[src/rtl/pixels_lost_ctrl_if.sv]
// Request/result handshake bundle between a requester/consumer and pixels_lost_ctrl.
// The master side offers corner sets and takes results; the slave side is the controller.
interface pixels_lost_ctrl_if;
  logic        req_valid;
  logic        req_ready;
  logic [75:0] req_corners;
  logic        res_valid;
  logic        res_ready;
  logic [6:0]  res_percent;
  logic        res_over;

  modport master (
    output req_valid, req_corners, res_ready,
    input  req_ready, res_valid, res_percent, res_over
  );

  modport slave (
    input  req_valid, req_corners, res_ready,
    output req_ready, res_valid, res_percent, res_over
  );
endinterface

[src/rtl/pixels_lost_ctrl.sv]
// Sequences one corner set at a time through the pixels_lost datapath, captures the
// clamped percentage after LATENCY edges and tracks the best (lowest) result seen.
module pixels_lost_ctrl #(
  parameter int LATENCY = 4,
  parameter int THRESH  = 50
) (
  input  logic                     clock,
  input  logic                     reset_n,
  pixels_lost_ctrl_if.slave        bus,
  output logic [75:0]              pl_corners,
  input  logic [6:0]               pl_percent,
  input  logic                     clear_best,
  output logic                     best_valid,
  output logic [6:0]               best_percent,
  output logic [75:0]              best_corners
);

  typedef enum logic [1:0] {IDLE, SETTLE, RESULT} state_t;

  localparam logic [3:0] CNT_INIT = 4'(LATENCY - 1);
  localparam logic [6:0] THRESH_V = 7'(THRESH);
  localparam logic [6:0] PCT_MAX  = 7'd100;
  localparam logic [6:0] BEST_RST = 7'd127;

  state_t      state;
  state_t      state_nxt;
  logic [3:0]  cnt;
  logic        accept;
  logic        capture;
  logic [6:0]  clamped;
  logic        take_best;

  // NOTE: sequential state uses non-blocking assignments so every register samples
  // pre-edge values regardless of the order the processes are evaluated in.
  always_ff @(posedge clock or negedge reset_n) begin
    if (!reset_n) state <= IDLE;
    else          state <= state_nxt;
  end

  // NOTE: every output of this block gets a default first, so no path can leave a
  // signal unassigned and infer a latch.
  always_comb begin
    state_nxt = state;
    accept    = 1'b0;
    capture   = 1'b0;
    case (state)
      IDLE: begin
        if (bus.req_valid) begin
          accept    = 1'b1;
          state_nxt = SETTLE;
        end
      end
      SETTLE: begin
        if (cnt == 4'd0) begin
          capture   = 1'b1;
          state_nxt = RESULT;
        end
      end
      RESULT: begin
        if (bus.res_ready) state_nxt = IDLE;
      end
      default: state_nxt = IDLE;
    endcase
  end

  assign bus.req_ready = (state == IDLE);
  assign bus.res_valid = (state == RESULT);

  assign clamped = (pl_percent > PCT_MAX) ? PCT_MAX : pl_percent;

  // A coincident clear wipes the old best first, so the capture always wins then.
  assign take_best = clear_best || !best_valid || (clamped < best_percent);

  always_ff @(posedge clock or negedge reset_n) begin
    if (!reset_n) begin
      cnt             <= 4'd0;
      pl_corners      <= '0;
      bus.res_percent <= 7'd0;
      bus.res_over    <= 1'b0;
    end else begin
      if (accept) begin
        cnt        <= CNT_INIT;
        pl_corners <= bus.req_corners;
      end else if (state == SETTLE && cnt != 4'd0) begin
        cnt <= cnt - 4'd1;
      end
      if (capture) begin
        bus.res_percent <= clamped;
        bus.res_over    <= (clamped > THRESH_V);
      end
    end
  end

  always_ff @(posedge clock or negedge reset_n) begin
    if (!reset_n) begin
      best_valid   <= 1'b0;
      best_percent <= BEST_RST;
      best_corners <= '0;
    end else if (capture && take_best) begin
      best_valid   <= 1'b1;
      best_percent <= clamped;
      best_corners <= pl_corners;
    end else if (clear_best) begin
      best_valid   <= 1'b0;
      best_percent <= BEST_RST;
      best_corners <= '0;
    end
  end

endmodule

[src/flat_wrapper.sv]
// flat-port wrapper written by rule: the top's interface ports become plain ports
module pixels_lost_ctrl_flat 
#(
  parameter int LATENCY = 4,
  parameter int THRESH  = 50
)
  (clock, reset_n, pl_corners, pl_percent, clear_best, best_valid, best_percent, best_corners, bus_req_valid, bus_req_corners, bus_res_ready, bus_req_ready, bus_res_valid, bus_res_percent, bus_res_over);
  pixels_lost_ctrl_if bus_i ();
  input  logic clock;
  input  logic reset_n;
  output logic [75:0] pl_corners;
  input  logic [6:0] pl_percent;
  input  logic clear_best;
  output logic best_valid;
  output logic [6:0] best_percent;
  output logic [75:0] best_corners;
  input wire logic [$bits(bus_i.req_valid)-1:0] bus_req_valid;
  input wire logic [$bits(bus_i.req_corners)-1:0] bus_req_corners;
  input wire logic [$bits(bus_i.res_ready)-1:0] bus_res_ready;
  output wire logic [$bits(bus_i.req_ready)-1:0] bus_req_ready;
  output wire logic [$bits(bus_i.res_valid)-1:0] bus_res_valid;
  output wire logic [$bits(bus_i.res_percent)-1:0] bus_res_percent;
  output wire logic [$bits(bus_i.res_over)-1:0] bus_res_over;
  assign bus_i.req_valid = bus_req_valid;
  assign bus_i.req_corners = bus_req_corners;
  assign bus_i.res_ready = bus_res_ready;
  assign bus_req_ready = bus_i.req_ready;
  assign bus_res_valid = bus_i.res_valid;
  assign bus_res_percent = bus_i.res_percent;
  assign bus_res_over = bus_i.res_over;
  pixels_lost_ctrl #(.LATENCY(LATENCY), .THRESH(THRESH)) u_core (.clock(clock), .reset_n(reset_n), .bus(bus_i), .pl_corners(pl_corners), .pl_percent(pl_percent), .clear_best(clear_best), .best_valid(best_valid), .best_percent(best_percent), .best_corners(best_corners));
endmodule
[config.mk]
export PLATFORM = sky130hd
export DESIGN_NAME = pixels_lost_ctrl_flat
export DESIGN_NICKNAME = d
export VERILOG_FILES = /design/src/rtl/pixels_lost_ctrl_if.sv /design/src/rtl/pixels_lost_ctrl.sv /design/src/flat_wrapper.sv
export SDC_FILE = /design/constraint.sdc
export NUM_CORES = 1
export LEC_CHECK = 0
export BUFFER_PORTS_ARGS = -buffer_cell sky130_fd_sc_hd__buf_2
export CORE_ASPECT_RATIO = 0.9
export CORE_MARGIN = 3
export CORE_UTILIZATION = 45
export DETAILED_ROUTE_END_ITERATION = 10
export HOLD_SLACK_MARGIN = 0.08
export MAX_ROUTING_LAYER = met4
export PLACE_DENSITY = 0.76
export SYNTH_ARGS = -nofsm -noshare
export SYNTH_HDL_FRONTEND = slang
export SYNTH_SLANG_ARGS = --single-unit
[constraint.sdc]
create_clock -name clock -period 2.4 [get_ports clock]
set_clock_uncertainty 0.05 [all_clocks]
set_input_delay 0.36 -clock clock [delete_from_list [all_inputs] [get_ports clock]]
set_output_delay 0.36 -clock clock [all_outputs]
set_load 0.03 [all_outputs]
==> impl_metrics.csv, run 1 <==
group,metric,value,unit
run_status,run_status,"finished, violations left",
run_status,violations,"negative setup slack",
floorplan,core,16300,sq um
power_and_ir_drop,power_density,1517,nW/um^2
floorplan,start_util,46.26,%
critical_path,critPathLaunchType,"register",
route,ant_nets,0,
route,vias,5961,
finish,final_common_cell,"buf_2",
clock_tree,clock-sinks,174,
synth,syn_nets,780,
clock_tree,cts_buffer_depth,2,
synth,synthCells,686,
sta,min_period,2.409,ns
sta,hold_viol_final,0,
finish,nNetsFinal,1103,
sta,fin_crit_sh,100.4,%
power_and_ir_drop,finalPower,16.08,mW
finish,seqCellArea,4363,sq um
synth,synth-main-ff-cell,"dfrtp_1",
global_routing,grt_antenna_before_repair,0,
floorplan,die-area,18340,sq um
finish,multi_input_area,3038,sq um
route,first_iter_violations,212,
global_routing,grt_pass1_vias,6024,
route,dr.pass1.iters,4,
critical_path,setup.worst_path.end_class,"register",
sta,fin_ws,-0.008675,ns
floorplan,die_w,142.4,um
synth,async_reset_ff_share,100.0,%
finish,area_delta_synth_final,40.70,%
synth,ys_types,33,
floorplan,row_count,44,
finish,diodes,0,
floorplan,boundaryPins,258,
route,routed_wl,20550,um
clock_tree,path_clk_slew,0.07,ns
global_routing,grt_max_degree,92,
finish,drive_gt1_share,41.49,%
place,io_buffers,257,
synth,yosysTopAreaCellShare,55.44,%
critical_path,required,2.65,ns
clock_tree,cts_buffers,17,
synth,yosysTopAreaCell,"dfrtp_1",
synth,netlist_top_cells_area,"dfrtp_1 (55%), mux2_4 (13%), nand2_1 (12%)",
synth,synth_edf_count,0,
clock_tree,cts_tree,"done",
critical_path,critPathKind,"reg2reg",
clock_tree,root_buffer,"clkbuf_16",
synth,yosysWarnings,0,
finish,utilization,65.09,%
sta,max_freq,415.2,MHz
clock_tree,insertion_delay,0.42,ns
route,wl_per_cell,16.72,um
sta,worstMarginPinSlew,0.9306,ns
place,place.gp.congestion,0.8108,
place,dp_hpwl,12280,um
finish,nFillCells,1268,
sta,drv_slew,0,
min_path,hp-class,"in2reg",
synth,syn_area,7538,sq um
route,remaining_drc_errors,0,
sta,setup_viol,11,
floorplan,chipHeight,128.8,um
power_and_ir_drop,power_leakage,6.013,nW
synth,postSynthAreaPerCell,10.99,sq um
critical_path,crit_fanout,8,
power_and_ir_drop,vdd_drop_max,0.8241,mV
global_routing,grt.total_usage,21.73,%
sta,maxSlewHeadroom,37.96,%
synth,yosysSeqAreaShare,57.88,%
clock_tree,htreeDepth,4,
job,max_cap_viol_count,0,
sta,rsz0062_at_grt,"true",
critical_path,cp.arrival,2.66,ns
finish,mostFrequentLayoutCells,"buf_2 (256), nand2_1 (245), dfrtp_1 (167), nor2b_1 (76), mux2_4 (63)",
global_routing,grt_pass1_wl,30710,um
global_routing,gr-total-overflow,0,
synth,ys_seq_elements,174,
route,viasPerCell,4.850,
==> critical path: stages (launching register included) <==
cell and delay (ns):
dfstp_2 0.54, inv_2 0.05, ha_4 0.22, a21oi_4 0.15
nand2_1 0.08, or3_4 0.35, o22a_4 0.33, clkbuf_16 0.21
mux2_4 0.30
==> synth_stat cells, types with 2 or more instances <==
master / number
a21oi_1: 3
a31oi_1: 3
buf_1: 3
buf_6: 8
clkbuf_1: 27
dfrtp_1: 167
dfstp_2: 7
ha_1: 6
inv_1: 14
mux2_2: 13
mux2_4: 63
mux2i_1: 7
nand2_1: 246
nand2b_1: 2
nand3_1: 2
nor2_1: 12
nor2b_1: 76
o211ai_1: 2
o21ai_0: 10
xnor2_1: 2
==> final cells by class <==
type                    count  share of cell area (%)
flip-flops and latches    174                   41.13
multi-input cells         460                   28.64
repair buffers            342                   21.32
clock buffers              17                   4.011
well taps                 207                   2.442
clock inverters            15                   1.958
inverters                  14                  0.4955
==> final timing paths <==
kind | startpoint | cells after the start | endpoint | slack (ns)
worst max-delay path | u_core.best_percent[6]$_DFFE_PN1P_ | 8 | u_core.best_corners[20]$_DFFE_PN0P_ | -0.009
worst min-delay path | bus_req_corners[43] | 3 | u_core.pl_corners[43]$_DFFE_PN0P_ | 0.09
worst max register to register | u_core.best_percent[6]$_DFFE_PN1P_ | 8 | u_core.best_corners[20]$_DFFE_PN0P_ | -0.009
worst min register to register | u_core.bus.res_percent[5]$_DFFE_PN0P_ | 2 | u_core.bus.res_percent[5]$_DFFE_PN0P_ | 0.43
max in group asynchronous | reset_n | 3 | u_core.best_percent[5]$_DFFE_PN1P_ | 1.36
min in group asynchronous | reset_n | 3 | u_core.pl_corners[51]$_DFFE_PN0P_ | 0.47
==> power breakdown <==
part | total (mW) | internal [mW] | leakage (nW) | switching [mW]
registers | 5.18 | 4.27 | 2.24 | 0.916
clock network | 2.94 | 1.76 | 0.302 | 1.19
logic | 7.96 | 3.00 | 3.47 | 4.95
total | 16.1 | 9.03 | 6.01 | 7.05
==> sequential cells by signal, indices dropped and copies added, names as in the netlist <==
name	cells
u_core.best_percent	7
u_core.cnt	4
u_core.best_corners	76
u_core.pl_corners	76
u_core.state	2
u_core.bus.res_over	1
u_core.best_valid	1
u_core.bus.res_percent	7
==> what timing repair did <==
| action | 4_1_cts | 5_1_grt |
|---|---|---|
| gates resized for setup | 0 | 16 |
| setup endpoints to repair | 0 | 78 |
| hold endpoints to repair | 219 | 0 |
| hold buffers | 53 | 0 |
| setup buffers | 0 | 3 |
==> metrics by stage <==
step           hold slack [ns]  setup TNS [ns]  instance area [sq um]  setup slack, ns  std cells
6_report               0.09007        -0.04493                  10610        -0.008675       1229
5_1_grt                0.08029          -2.785                  10610         -0.07353       1229
4_1_cts                0.08016               0                  10340         0.003121       1217
3_5_place_dp            0.3749          -20.02                   9176          -0.2926       1132
3_3_place_gp            0.3695          -12.07                   9176          -0.1879       1132
2_1_floorplan          0.01441         -0.2483                   7601        -0.004085        686
==> metal layers <==
layer / GRT usage (%) / up-vias / part of all wire [%]
met2: 35.22 / 215 / 49
met5: - / - / 0
met1: 27.68 / 2907 / 44
li1: - / 2823 / -
met3: 4.645 / 16 / 5.5
met4: 6.484 / 0 / 1.2
==> logic make-up (layout without fill, tap and decap cells) <==
group / after synthesis / after routing / share of synthesized area, %
compound gates: 23 / 24 / 1.892
xor+xnor: 3 / 3 / 0.3486
fa+ha+maj: 6 / 6 / 0.9958
buf+inv: 53 / 388 / 3.452
flops: 174 / 174 / 57.88
mux: 83 / 83 / 15.42
simple gates: 344 / 344 / 20.02
No activity file was read; power rests on OpenSTA's default activity.
==> inputs of run 2 (changes only) <==
==> constraint.sdc (replaced) <==
create_clock -name clock -period 2.4 [get_ports clock]
set_clock_uncertainty 0.05 [all_clocks]
set_input_delay 0.48 -clock clock [delete_from_list [all_inputs] [get_ports clock]]
set_output_delay 0.48 -clock clock [all_outputs]
set_load 0.03 [all_outputs]
==> run 2 against run 1 <==
The run still ends with negative setup slack left; cell count down 4.0%; first-iteration DRC count fell by 4.2%; sequential share of layout area up 2.1 points; global-route usage down 0.30 points; worst hold slack improved by 0.11 ns; largest power group unchanged; highest routed layer unchanged.
==> impl_metrics.csv, run 2 (synthesized netlist as in run 1, its figures left out) <==
group,metric,value,unit
run_status,run_status,"finished, violations left",
run_status,violations,"negative setup slack",
sta,maxSlewHeadroom,36.34,%
finish,nFillCells,1290,
finish,reg_top3,"u_core.best_corners x76, u_core.pl_corners x76",
place,io_buffers,257,
critical_path,required,2.65,ns
clock_tree,clock-sinks,174,
global_routing,gr-total-overflow,0,
finish,mostFrequentLayoutCells,"buf_2 (256), nand2_1 (245), dfrtp_1 (167), nor2b_1 (76), mux2_4 (63)",
finish,multi_input_area,2999,sq um
place,place.gp.congestion,0.7940,
critical_path,cp.arrival,2.67,ns
sta,fin_crit_sh,100.9,%
finish,nNetsFinal,1054,
route,remaining_drc_errors,0,
clock_tree,htreeDepth,4,
sta,finalSetupTns,-0.1273,ns
place,dp_hpwl,12430,um
route,viasPerCell,4.857,
critical_path,critPathKind,"reg2reg",
critical_path,crit_fanout,8,
finish,area_delta_synth_final,33.81,%
sta,rsz0062_at_grt,"true",
finish,final_common_cell,"buf_2",
power_and_ir_drop,power_density,1567,nW/um^2
clock_tree,insertion_delay,0.42,ns
sta,min_period,2.422,ns
floorplan,core,16300,sq um
global_routing,grt_pass1_vias,5748,
floorplan,die_w,142.4,um
floorplan,chipHeight,128.8,um
power_and_ir_drop,vdd_drop_max,0.8768,mV
clock_tree,cts_buffer_depth,2,
finish,fin_cells,1180,
critical_path,critPathLaunchType,"register",
finish,seqCellArea,4363,sq um
clock_tree,cts_buffers,17,
global_routing,grt_max_degree,84,
route,vias,5731,
floorplan,row_count,44,
clock_tree,cts_tree,"done",
sta,setup_viol,22,
power_and_ir_drop,finalPower,15.81,mW
critical_path,setup.worst_path.end_class,"register",
floorplan,die-area,18340,sq um
power_and_ir_drop,power_leakage,5.824,nW
floorplan,start_util,46.26,%
global_routing,grt_pass1_wl,30100,um
finish,utilization,61.90,%
clock_tree,path_clk_slew,0.07,ns
job,max_cap_viol_count,0,
floorplan,boundaryPins,258,
route,ant_nets,0,
route,dr.pass1.iters,5,
sta,max_freq,412.9,MHz
global_routing,grt_antenna_before_repair,0,
place,preCtsSetupSlack,-0.3685,ns
clock_tree,root_buffer,"clkbuf_16",
min_path,hp-class,"in2reg",
sta,hold_viol_final,0,
sta,drv_slew,0,
finish,diodes,0,
place,placedCellCount,1137,
route,wl_per_cell,16.25,um
route,routed_wl,19180,um
sta,worstMarginPinSlew,0.9549,ns
global_routing,grt.total_usage,21.42,%
sta,fin_ws,-0.02218,ns
route,first_iter_violations,203,
finish,drive_gt1_share,43.78,%
-- run 2: metrics by stage --
step	cell area, sq um	hold WS, ns
finish	10090	0.1952
global route	10090	0.1796
CTS	9922	0.1759
detailed placement	9198	0.3979
global placement	9198	0.4038
floorplan	7585	0.1344
-- run 2: metal layers --
| layer | vias to the layer above | global-route usage, % | wire (um) |
|---|---|---|---|
| met2 | 217 | 33.72 | 9126 |
| met3 | 15 | 5.091 | 1257 |
| met4 | 0 | 4.695 | 194 |
| met5 | - | - | 0 |
| li1 | 2731 | - | - |
| met1 | 2768 | 28.55 | 8598 |
-- run 2: path summary, 6_finish.rpt --
kind	slack, ns	startpoint	depth (start not counted)	end
setup / recovery	-0.02	u_core.best_percent[6]$_DFFE_PN1P_	9	u_core.best_corners[60]$_DFFE_PN0P_
hold / removal	0.20	bus_req_corners[68]	3	u_core.pl_corners[68]$_DFFE_PN0P_
setup reg to reg	-0.02	u_core.best_percent[6]$_DFFE_PN1P_	9	u_core.best_corners[60]$_DFFE_PN0P_
hold reg to reg	0.43	u_core.bus.res_percent[1]$_DFFE_PN0P_	2	u_core.bus.res_percent[1]$_DFFE_PN0P_
max in group asynchronous	1.08	reset_n	3	u_core.best_percent[1]$_DFFE_PN1P_
min in group asynchronous	0.52	reset_n	2	u_core.best_corners[0]$_DFFE_PN0P_
-- run 2: repair_timing --
item | CTS | global route
setup buffers | 1 | 3
pin swaps | 2 | 5
cloned | 2 | 4
hold buffers | 1 | 0
hold endpoints to repair | 42 | 0
endpoints found under the setup margin | 61 | 76
resized for setup | 7 | 9
-- run 2: worst max-delay path: stages (launching register included) --
cell and delay [ns]:
dfstp_2 0.54, inv_2 0.04, ha_4 0.22, a21oi_4 0.13, nand2_1 0.07, or3_4 0.33, o22a_4 0.27, buf_12 0.17
clkbuf_16 0.18, mux2_4 0.30
-- run 2: cell type report --
cell class / count / area share, %
inverters: 14 / 0.5210
repair buffers: 294 / 18.07
flip-flops and latches: 174 / 43.25
clock buffers: 20 / 4.627
clock inverters: 12 / 1.228
multi-input cells: 459 / 29.73
well taps: 207 / 2.568
-- run 2: where the power goes --
group	total [mW]	leakage, nW	internal [mW]	switching [mW]
registers	5.16	2.24	4.27	0.893
logic	7.91	3.29	3.03	4.88
clock network	2.73	0.290	1.54	1.19
total	15.8	5.82	8.84	6.97
==> inputs of run 3 (changes only) <==
- CORE_UTILIZATION: 45 -> 50
- PLACE_DENSITY: 0.76 -> 0.8
- clock period: 2.4 -> 2.68 ns (I/O delays scaled with it)
==> run 3 against run 2 <==
The flow now finishes without violations; largest power group unchanged; non-clock buffer count is 15 lower; worst hold slack improved by 0.053 ns; utilization grew 5.5 points; global-route usage rose by 1.9 points; register-to-register slack improved by 0.23 ns; power fell by 15%; clock power down 19%; routed wire length shrank 3.7%; sequential cell count is the same; first-iteration DRC count is 51% higher; cell count down 2.4%; cell area shrank 4.1%.
==> impl_metrics.csv, run 3 (synthesized netlist as in run 1, its figures left out) <==
group,metric,value,unit
global_routing,use_met2,36.10,%
floorplan,die_w,135.4,um
floorplan,die-area,16590,sq um
route,remaining_drc_errors,0,
floorplan,core,14360,sq um
critical_path,critPathKind,"in2reg",
global_routing,grt_antenna_before_repair,1,
critical_path,critPathLaunchType,"input port",
sta,worstMarginPinSlew,0.9184,ns
sta,setup_viol,0,
sta,rsz0062_at_grt,"false",
place,io_buffers,257,
clock_tree,hold_buffers,1,
power_and_ir_drop,finalPower,13.41,mW
global_routing,grt_pass1_vias,5723,
global_routing,gr-total-overflow,0,
global_routing,grt_max_degree,84,
sta,fin_crit_sh,93.01,%
clock_tree,cts_tree,"done",
sta,hold_viol_final,0,
clock_tree,cts_buffer_depth,2,
clock_tree,htreeDepth,4,
floorplan,start_util,52.48,%
global_routing,grt_use_met1,31.12,%
floorplan,boundaryPins,258,
place,preCtsSetupSlack,-0.2176,ns
global_routing,use_met3,6.025,%
power_and_ir_drop,vdd_drop_max,0.9195,mV
power_and_ir_drop,power_density,1386,nW/um^2
clock_tree,root_buffer,"clkbuf_16",
global_routing,grt.total_usage,23.36,%
job,max_cap_viol_count,0,
clock_tree,clock-sinks,174,
finish,reg_top3,"u_core.best_corners x76, u_core.pl_corners x76",
finish,area_delta_synth_final,28.35,%
route,vias,5634,
critical_path,setup.worst_path.end_class,"register",
route,viasPerCell,4.891,
clock_tree,cts_buffers,17,
clock_tree,path_clk_slew,0.07,ns
place,place.gp.congestion,0.7775,
route,routed_wl,18470,um
sta,drv_slew,0,
finish,drive_gt1_share,41.23,%
clock_tree,cts_resized,0,
route,ant_nets,0,
finish,nNetsFinal,1039,
sta,fin_ws,0.1874,ns
critical_path,cp.arrival,2.74,ns
global_routing,top_usage_layer,"met2",
clock_tree,postCtsSetupRepairBufs,0,
route,first_iter_violations,307,
min_path,hp-class,"in2reg",
place,dp_hpwl,12940,um
finish,final_common_cell,"buf_2",
sta,max_freq,401.2,MHz
finish,mostFrequentLayoutCells,"buf_2 (256), nand2_1 (245), dfrtp_1 (167), nor2b_1 (76), mux2_4 (63)",
sta,min_period,2.493,ns
power_and_ir_drop,power_leakage,5.639,nW
floorplan,chipHeight,122.5,um
route,dr.pass1.iters,5,
sta,maxSlewHeadroom,38.77,%
critical_path,required,2.92,ns
floorplan,row_count,41,
run_status,run_status,"completed",
global_routing,grt_pass1_wl,29680,um
route,wl_per_cell,16.03,um
clock_tree,insertion_delay,0.42,ns
critical_path,crit_fanout,44,
run 3: through the flow:
step	util, %	instances	TNS, ns	hold slack [ns]	area (sq um)
floorplan	-	686	0	0.1904	7545
global placement	63.64	1118	-12.80	0.4107	9141
detailed placement	63.64	1118	-15.06	0.4205	9141
CTS	67.34	1151	0	0.2379	9673
global route	67.36	1152	0	0.2443	9676
finish	67.36	1152	0	0.2479	9676
run 3: area by class of cell:
cell class / instances / area (sq um)
Sequential cell: 174 / 4363
Timing Repair Buffer: 279 / 1560
Antenna cell: 1 / 2.502
Inverter: 14 / 52.55
Multi-Input combinational cell: 459 / 2934
Clock buffer: 23 / 457.9
Fill cell: 1122 / 4688
Clock inverter: 9 / 63.81
Tap cell: 193 / 241.5
run 3: routing by layer:
layer	wire length (um)	part of all wire, %	up-vias
met4	237	1.3	0
met5	0	0	-
met3	1460	7.9	22
li1	-	-	2687
met2	8903	48	226
met1	7868	43	2699
run 3: worst paths after layout:
| kind | startpoint | endpoint | slack [ns] | cells past startpoint |
|---|---|---|---|---|
| worst max-delay path | pl_percent[3] | u_core.best_corners[47]$_DFFE_PN0P_ | 0.19 | 11 |
| worst min-delay path | bus_req_corners[68] | u_core.pl_corners[68]$_DFFE_PN0P_ | 0.25 | 3 |
| worst max register to register | u_core.best_percent[6]$_DFFE_PN1P_ | u_core.best_corners[47]$_DFFE_PN0P_ | 0.21 | 8 |
| worst min register to register | u_core.bus.res_percent[0]$_DFFE_PN0P_ | u_core.bus.res_percent[0]$_DFFE_PN0P_ | 0.43 | 2 |
| max in group asynchronous | reset_n | u_core.best_corners[0]$_DFFE_PN0P_ | 1.17 | 3 |
| min in group asynchronous | reset_n | u_core.best_corners[41]$_DFFE_PN0P_ | 0.61 | 2 |
run 3: report_power, final:
| group | internal, mW | leakage (nW) | switching [mW] |
|---|---|---|---|
| sequential | 3.82 | 2.24 | 0.809 |
| clock | 1.21 | 0.248 | 0.989 |
| combinational | 2.34 | 3.15 | 4.23 |
| total | 7.38 | 5.64 | 6.03 |
run 3: worst max-delay path, stage by stage:
cell	delay, ns
buf_2	0.11
or2_2	0.30
a31oi_2	0.21
inv_1	0.06
ha_1	0.17
a21oi_1	0.12
nand2_1	0.06
or3_1	0.32
o22a_4	0.26
buf_12	0.20
mux2_4	0.34
